===== src/rtl/sensor_hub_pkg.sv =====
// Shared types and constants for the sensor display hub.
//   conv_state_e : states of the sequential binary-to-BCD converter
//   BCD_MAX      : largest displayable value; larger readings saturate
//   BLANK_BCD    : code shown for a blanked (stale) channel
//   dd_adjust    : double-dabble digit correction (add 3 when >= 5)
package sensor_hub_pkg;

  typedef enum logic [1:0] {IDLE, LOAD, SHIFT, DONE} conv_state_e;

  localparam int unsigned BCD_MAX   = 9999;
  localparam logic [15:0] BLANK_BCD = 16'hFFFF;

  function automatic logic [3:0] dd_adjust(input logic [3:0] d);
    return (d >= 4'd5) ? 4'(d + 4'd3) : d;
  endfunction

endpackage


===== src/rtl/bin2bcd_seq.sv =====
// Sequential double-dabble converter, one bit per cycle.
// Ports:
//   clk, rst   : clock, asynchronous active-high reset
//   start      : request, accepted only in IDLE
//   bin        : binary value (already saturated), sampled in LOAD
//   blank      : when set at LOAD, the result is BLANK_BCD
//   busy       : high in LOAD/SHIFT/DONE
//   bcd        : {thousands,hundreds,tens,ones}, held between conversions
//   done       : one-cycle pulse when bcd updates
module bin2bcd_seq
  import sensor_hub_pkg::*;
#(
  parameter int unsigned DW = 14
) (
  input  logic          clk,
  input  logic          rst,
  input  logic          start,
  input  logic [DW-1:0] bin,
  input  logic          blank,
  output logic          busy,
  output logic [15:0]   bcd,
  output logic          done
);

  localparam int unsigned SRW = DW + 16;
  localparam int unsigned CW  = $clog2(DW + 1);

  conv_state_e    state;
  logic [SRW-1:0] sr;
  logic [SRW-1:0] sr_adj;
  logic [CW-1:0]  cnt;
  logic           blank_q;

  // Digit correction applied to the BCD field before each shift
  always_comb begin
    sr_adj = sr;
    for (int d = 0; d < 4; d++) begin
      sr_adj[DW + 4*d +: 4] = dd_adjust(sr[DW + 4*d +: 4]);
    end
  end

  // Converter FSM with registered outputs
  always_ff @(posedge clk or posedge rst) begin
    if (rst) begin
      state   <= IDLE;
      sr      <= '0;
      cnt     <= '0;
      blank_q <= 1'b0;
      busy    <= 1'b0;
      bcd     <= '0;
      done    <= 1'b0;
    end else begin
      done <= 1'b0;
      case (state)
        IDLE: begin
          if (start) begin
            state <= LOAD;
            busy  <= 1'b1;
          end
        end
        LOAD: begin
          sr      <= SRW'(bin);
          blank_q <= blank;
          cnt     <= '0;
          state   <= SHIFT;
        end
        SHIFT: begin
          sr  <= sr_adj << 1;
          cnt <= cnt + CW'(1);
          if (cnt == CW'(DW - 1)) state <= DONE;
        end
        DONE: begin
          bcd   <= blank_q ? BLANK_BCD : sr[SRW-1 -: 16];
          done  <= 1'b1;
          busy  <= 1'b0;
          state <= IDLE;
        end
        default: state <= IDLE;
      endcase
    end
  end

endmodule


===== src/rtl/sensor_display_hub.sv =====
// N-channel sensor aggregator: staggered start pulses, per-channel data
// latches, manual/auto channel selection and BCD conversion of the shown
// channel.
// Optional feature macro: SENSOR_STALE_BLANK_EN (blank channels that have not
// updated for STALE_CYC cycles).
// Ports:
//   clk, rst    : clock, asynchronous active-high reset
//   i_data      : channel k value at [k*DW +: DW]
//   i_valid     : per-channel one-cycle latch strobe
//   i_sel       : manual channel select (out of range -> channel 0)
//   i_auto      : 1 = auto-rotate, 0 = manual
//   o_start     : per-channel periodic start pulse
//   o_bcd       : BCD of the shown channel
//   o_bcd_valid : one-cycle pulse when o_bcd updates
//   o_ch        : channel currently shown
//   o_busy      : conversion in progress
module sensor_display_hub
  import sensor_hub_pkg::*;
#(
  parameter int unsigned N_CH        = 3,
  parameter int unsigned DW          = 14,
  parameter int unsigned TRIG_PERIOD = 200_000_000,
  parameter int unsigned DWELL       = 300_000_000,
  parameter int unsigned STALE_CYC   = 400_000_000
) (
  input  logic                    clk,
  input  logic                    rst,
  input  logic [N_CH*DW-1:0]      i_data,
  input  logic [N_CH-1:0]         i_valid,
  input  logic [$clog2(N_CH)-1:0] i_sel,
  input  logic                    i_auto,
  output logic [N_CH-1:0]         o_start,
  output logic [15:0]             o_bcd,
  output logic                    o_bcd_valid,
  output logic [$clog2(N_CH)-1:0] o_ch,
  output logic                    o_busy
);

  localparam int unsigned SW   = $clog2(N_CH);
  localparam int unsigned TW   = $clog2(TRIG_PERIOD);
  localparam int unsigned WW   = $clog2(DWELL + 1);
  localparam int unsigned STEP = TRIG_PERIOD / N_CH;

  if (N_CH < 2 || N_CH > 8 || DW < 1 || DW > 14 || TRIG_PERIOD < N_CH ||
      DWELL < 1 || STALE_CYC < 1) begin : g_param_check
    $error("sensor_display_hub: parameter out of range");
  end

  logic [TW-1:0] trig_cnt;
  logic [DW-1:0] data_q [N_CH];
  logic [WW-1:0] dwell_cnt;
  logic [WW-1:0] dwell_next;
  logic [SW-1:0] ch_next;
  logic          auto_q;
  logic          pending;
  logic          req;
  logic          stale_req;
  logic          blank;
  logic          conv_start;
  logic [DW-1:0] shown;
  logic [DW-1:0] shown_sat;

  // Shared trigger counter; channel k fires at k*STEP so pulses never overlap
  always_ff @(posedge clk or posedge rst) begin
    if (rst) begin
      trig_cnt <= '0;
      o_start  <= '0;
    end else begin
      trig_cnt <= (trig_cnt == TW'(TRIG_PERIOD - 1)) ? '0 : trig_cnt + TW'(1);
      for (int k = 0; k < N_CH; k++) begin
        o_start[k] <= (trig_cnt == TW'(k * STEP));
      end
    end
  end

  // Per-channel latest reading
  always_ff @(posedge clk or posedge rst) begin
    if (rst) begin
      for (int k = 0; k < N_CH; k++) data_q[k] <= '0;
    end else begin
      for (int k = 0; k < N_CH; k++) begin
        if (i_valid[k]) data_q[k] <= i_data[k*DW +: DW];
      end
    end
  end

  // Next shown channel and dwell count; entering auto restarts the dwell
  always_comb begin
    ch_next    = o_ch;
    dwell_next = dwell_cnt;
    if (!i_auto) begin
      ch_next = (32'(i_sel) >= N_CH) ? '0 : i_sel;
    end else if (!auto_q) begin
      dwell_next = '0;
    end else if (dwell_cnt == WW'(DWELL - 1)) begin
      dwell_next = '0;
      ch_next    = (o_ch == SW'(N_CH - 1)) ? '0 : o_ch + SW'(1);
    end else begin
      dwell_next = dwell_cnt + WW'(1);
    end
  end

  always_ff @(posedge clk or posedge rst) begin
    if (rst) begin
      o_ch      <= '0;
      dwell_cnt <= '0;
      auto_q    <= 1'b0;
    end else begin
      o_ch      <= ch_next;
      dwell_cnt <= dwell_next;
      auto_q    <= i_auto;
    end
  end

`ifdef SENSOR_STALE_BLANK_EN
  localparam int unsigned AW = $clog2(STALE_CYC + 1);
  logic [AW-1:0] age_q [N_CH];

  // Age since last update, saturating at STALE_CYC
  always_ff @(posedge clk or posedge rst) begin
    if (rst) begin
      for (int k = 0; k < N_CH; k++) age_q[k] <= '0;
    end else begin
      for (int k = 0; k < N_CH; k++) begin
        if (i_valid[k])                      age_q[k] <= '0;
        else if (age_q[k] != AW'(STALE_CYC)) age_q[k] <= age_q[k] + AW'(1);
      end
    end
  end

  assign blank     = (age_q[o_ch] == AW'(STALE_CYC));
  assign stale_req = (age_q[o_ch] == AW'(STALE_CYC - 1)) && !i_valid[o_ch];
`else
  assign blank     = 1'b0;
  assign stale_req = 1'b0;
`endif

  assign shown     = data_q[o_ch];
  assign shown_sat = (32'(shown) > BCD_MAX) ? DW'(BCD_MAX) : shown;

  // Requests while busy collapse into one pending conversion
  assign req        = (ch_next != o_ch) || i_valid[o_ch] || stale_req;
  assign conv_start = !o_busy && (req || pending);

  always_ff @(posedge clk or posedge rst) begin
    if (rst)                pending <= 1'b0;
    else if (o_busy && req) pending <= 1'b1;
    else if (conv_start)    pending <= 1'b0;
  end

  bin2bcd_seq #(.DW(DW)) u_bin2bcd (
    .clk   (clk),
    .rst   (rst),
    .start (conv_start),
    .bin   (shown_sat),
    .blank (blank),
    .busy  (o_busy),
    .bcd   (o_bcd),
    .done  (o_bcd_valid)
  );

endmodule


===== config.mk =====
export PLATFORM = sky130hd
export DESIGN_NAME = sensor_display_hub
export DESIGN_NICKNAME = d
export VERILOG_FILES = /design/src/rtl/sensor_hub_pkg.sv /design/src/rtl/bin2bcd_seq.sv /design/src/rtl/sensor_display_hub.sv
export SDC_FILE = /design/constraint.sdc
export NUM_CORES = 1
export LEC_CHECK = 0
export ABC_AREA = 1
export CAP_MARGIN = 20
export CORE_ASPECT_RATIO = 1.1
export CORE_UTILIZATION = 60
export CTS_CLUSTER_DIAMETER = 80
export DETAILED_ROUTE_END_ITERATION = 16
export PLACE_DENSITY = 0.83
export RECOVER_POWER = 100
export SLEW_MARGIN = 20
export SYNTH_ARGS = -nofsm -noshare
export SYNTH_HDL_FRONTEND = slang
export SYNTH_SLANG_ARGS = --single-unit

===== constraint.sdc =====
create_clock -name clk -period 13.07 [get_ports clk]
set_input_delay 2.614 -clock clk [delete_from_list [all_inputs] [get_ports clk]]
set_output_delay 2.614 -clock clk [all_outputs]
set_load 0.005 [all_outputs]

* Word-level counts from Yosys, hierarchy flattened
Index checks and enable logic that the tools add are counted.
Word-level totals: output and inout port bits 23, word-level logic and storage cells 84, bits in registers 160, bits of input ports 50
Operators by class: multiplexer cells 28, reductions and logical operators 12, order comparisons 8, bitwise logic cells 1, equal/unequal tests 12, add/sub/neg operators 8
Operators by type and width (number):
- $pmux W30 S2 | 1
- $mux W29 | 2
- $mux W14 | 3
- $add A29 B1 Y29 const B | 1
- $eq A29 B29 Y1 const B | 1
- $add A28 B1 Y28 const B | 1
- $bmux W14 S2 | 1
- $eq A28 B26 Y1 const B | 1
- $eq A28 B27 Y1 const B | 1
- $eq A28 B28 Y1 const B | 1
- $logic_not A28 Y1 | 1
- $mux W28 | 1
- $ge A4 B3 Y1 const B | 4
- $gt A14 B14 Y1 const B | 1
- $mux W2 | 7
- $add A4 B2 Y4 const B | 3
- $mux W4 | 3
- $pmux W2 S4 | 1
- $pmux W4 S2 | 1
- $eq A2 B2 Y1 const B | 3
- $reduce_bool A2 Y1 | 3
- $mux W1 | 5
- $add A4 B1 Y4 const B | 1
- $eq A4 B4 Y1 const B | 1
- 18 further kinds | 21

* Depth between registers and ports, before layout
depth in word-level cells 11, gate-level depth with buffers 15, gate-level depth less buffers 15

* By module
Synthesis repeated with hierarchy kept, for this count alone.
Unflattened totals: cells, all modules 1066, area, all modules 8563.2 µm²
Modules (own cells, without submodules):
- sensor_display_hub | seq. area each 2652.5 µm², cells each 768, times used 1, area an instance 5949.5 µm²
- bin2bcd_seq | seq. area each 1376.3 µm², cells each 298, times used 1, area an instance 2613.8 µm²

* Worst setup path before layout
Ideal clock, no wire load.
path kind input to register, start point input i_auto, end point register u_bin2bcd.state[1], data required time 12953 ps, slack 9349 ps, path buffers 1, stages 9, data arrival time 3604 ps, library setup time 117 ps, path through inv_1 -> clkbuf_1 -> o21ai_0 -> nand3_1 -> nand3_1 -> o21bai_1 -> nand2_1 -> nand3_1 -> nand2_1
On the way: longest elaborated chain between the ends 7
Ends and longest elaborated chain:
- start: declaration | line sensor_display_hub.sv:31 | input logic i_auto,
- $mux W2 | line sensor_display_hub.sv:91 | if (!i_auto) begin
- $ne A2 B2 Y1 | line sensor_display_hub.sv:142 | assign req = (ch_next != o_ch) || i_valid[o_ch] || stale_req;
- $logic_or A1 B1 Y1 | line sensor_display_hub.sv:142
- $logic_or A1 B1 Y1 | line sensor_display_hub.sv:143 | assign conv_start = !o_busy && (req || pending);
- $logic_and A1 B1 Y1 | line sensor_display_hub.sv:143
- $ne A2 B2 Y1 (no source line)
- $reduce_and A2 Y1 (no source line)
- end signal: assignment | line bin2bcd_seq.sv:70 | if (cnt == CW'(DW - 1)) state <= DONE;
- end signal: assignment | line bin2bcd_seq.sv:76 | state <= IDLE;
- end signal: assignment | line bin2bcd_seq.sv:78 | default: state <= IDLE;
- end: declaration | line bin2bcd_seq.sv:28 | conv_state_e state;
Every way passes these cells. A chain may end at the register's enable or synchronous reset.

==> results.txt <==
Port-buffer cells - 72
Syn nets - 1041
Synth async-reset ratio - 100%
Final std cells w/o fill - 1216
Failing checks - capacitance limit, slew limit
Worst skew pair latency - 0.43 ns
Crit start category - primary input
WL/cell - 14.7 µm
Share of the synthesized area in the top cell type - 49.5%
Area grow syn2layout - 16.7%
Placed cells - 1184
Design Power - 1430 µW
Switching share of power - 30.6%
Antenna violation net count after detailed routing - 0
Initial core utilization - 61.4%
Syn avg cell area - 8.31 µm²
Layout cell share with drive strength beyond 1 - 6.26%
Post-synth EDFFs - 0
Detailed Routing Iterations Pass 1 - 5
Most instantiated cells after synthesis - nand2_1, dfrtp_1, inv_1
Fin nets - 1110
Max Slew Vio Count - 108
Flop pwr share - 42.4%
Worst setup EP type - asynchronous set/reset pin
Gate power share - 24.4%
Critical Path Fanout Max - 107
Synth area leader - dfrtp_1
Filler Cell Count - 985
GP Congestion - 0.983
Setup violators final - 0
Power per cell area - 152 nW/µm²
Maximum operating frequency - 0.160 GHz
Initial antenna violation count - 0
Num CTS Buffers - 17
Vias/cell - 5.65
H-tree depth - 4
Setup TNS - 0 ns
CTS resizes - 0
Multi-input logic area - 3360 µm²
P_int - 993 µW
WP data arrival - 6.74 ns
Main synth FF type - dfrtp_1
Netlist cell types - 41
Die ar. - 13900 µm²
Largest net degree at the start of global routing - 108
Clock share of power - 33.2%
Hold-fix buffers at CTS - 0
Clk sinks - 160
All-Layer GR Usage - 27.6%
Kind of critical path - in -> async
Count leader, synth - nand2_1
YS warnings - 0
Row count - 44
CTS clk-pin slew, worst paths - 0.06 ns
Status - complete, but fails checks
First-pass GRT wire length - 30200 µm
Unrepaired setup endpoints after global routing - no
Post-DP HPWL - 12400 µm
Hold Crit Class - reg -> reg
Top cells by area, synth - dfrtp_1, nand2_1, inv_1
Final wirelength - 17900 µm
Fin crit share - 47.8%
Pleak - 0.00438 µW
WP data required - 13.56 ns
Total number of vias - 6876
Crit path time final - 6.25 ns
Net Sw Power - 437 µW
VDD IR max - 0.110 mV
Die W - 113 µm
Max Buffers Root-to-Sink - 2
TritonCTS clock tree - yes
Post-synthesis instance area - 8090 µm²
Synth Register Bits - 160
Clock Skews - 0.00627 ns
Die height - 124 µm
Slew margin rel. - -209%
N_diodes - 0
Top Ports - 73
DRT iter0 DRCs - 494
Final hold vios - 0
Vias in the first global route - 6558
Post-CTS Repair Setup Buffers - 0
Sequential cell area - 4000 µm²
Root buffer cell - clkbuf_16
Residual DRC count - 0
Worst Tran Pin Value - 4.61 ns
Remaining global-route overflow - 0
Seq/Total Area, Yosys - 49.5%
Core area - 13200 µm²
Max cap viols - 1
Cells after synthesis - 973
==> cell type report <==
class                   count  area share (%)
flip-flops and latches    160            42.5
multi-input cells         638            35.6
repair buffers             74            7.76
inverters                 151            6.02
clock buffers              21            4.78
well taps                 161            2.14
clock inverters            11            1.22
==> power groups by stage <==
stage               Clock [µW]  Sequential, µW  Combinational [µW]
floorplan                    0             612                 229
finish                     476             606                 349
global placement             0             613                 349
global route               505             615                 394
CTS                        482             608                 365
detailed placement           0             616                 362
==> worst paths after layout <==
kind / depth (start not counted) / endpoint / from / slack (ns)
setup / recovery: 3 / u_bin2bcd.sr[1] / rst / 6.82
hold / removal: 2 / data_q[10] / data_q[10] / 0.48
setup reg to reg: 7 / u_bin2bcd.sr[27] / u_bin2bcd.state[0] / 9.51
hold reg to reg: 2 / data_q[10] / data_q[10] / 0.48
max in group clk: 6 / dwell_cnt[25] / i_auto / 7.99
min in group asynchronous: 2 / data_q[1] / rst / 4.02
==> placed cells by master (no fill, tap or decap), drive strengths merged, types with 18 or more instances in the layout <==
master	synthesis	layout
nor2	86	86
inv	149	148
ha	18	18
nor3	23	23
clkbuf	20	22
clkdlybuf4s50	0	44
nand2	208	208
o21ai	73	73
nand3	52	52
a21oi	48	48
dlygate4sd3	0	28
nand4	25	25
dfrtp	160	160
==> registers in the layout (all words and copies together), names as in the netlist <==
name             flops
data_q              42
auto_q               1
trig_cnt            28
u_bin2bcd.state      2
o_start              3
u_bin2bcd.done       1
u_bin2bcd.cnt        4
u_bin2bcd.bcd       16
o_ch                 2
pending              1
u_bin2bcd.busy       1
u_bin2bcd.sr        30
dwell_cnt           29
==> per-stage QoR <==
step           util, %  hold slack [ns]  cell area, µm²  worst slack (ns)
2_1_floorplan        -            0.442            8090              6.14
3_3_place_gp      67.9            0.454            8930              8.06
3_5_place_dp      67.9            0.461            8930              7.99
4_1_cts           72.2            0.476            9500              8.45
5_1_grt           71.7            0.493            9430              6.13
6_report          71.7            0.476            9430              6.82
==> metal layers <==
layer	up-vias	part of all wire, %	global-route usage [%]
met2	219	49	46.3
li1	3347	-	-
met4	0	1.9	10.4
met1	3278	44	35.8
met3	32	4.5	5.30
met5	-	0	0
==> cells by family (layout without fill, tap and decap cells) <==
group / after synthesis / count (layout) / share of synthesized area, %
AND/OR/NAND/NOR: 421 / 421 / 24.3
adder cells (fa/ha/maj): 18 / 18 / 2.79
buffers and inverters: 175 / 257 / 8.16
multiplexers: 4 / 4 / 0.557
XOR/XNOR: 18 / 18 / 1.95
flip-flops: 160 / 160 / 49.5
AO/OA/AOI/OAI: 177 / 177 / 12.7
==> critical path: stages <==
cell and delay [ns]:
dlygate4sd3_1 0.54, clkinvlp_2 2.55, buf_4 0.89
Power figures use the tool's default switching activity.
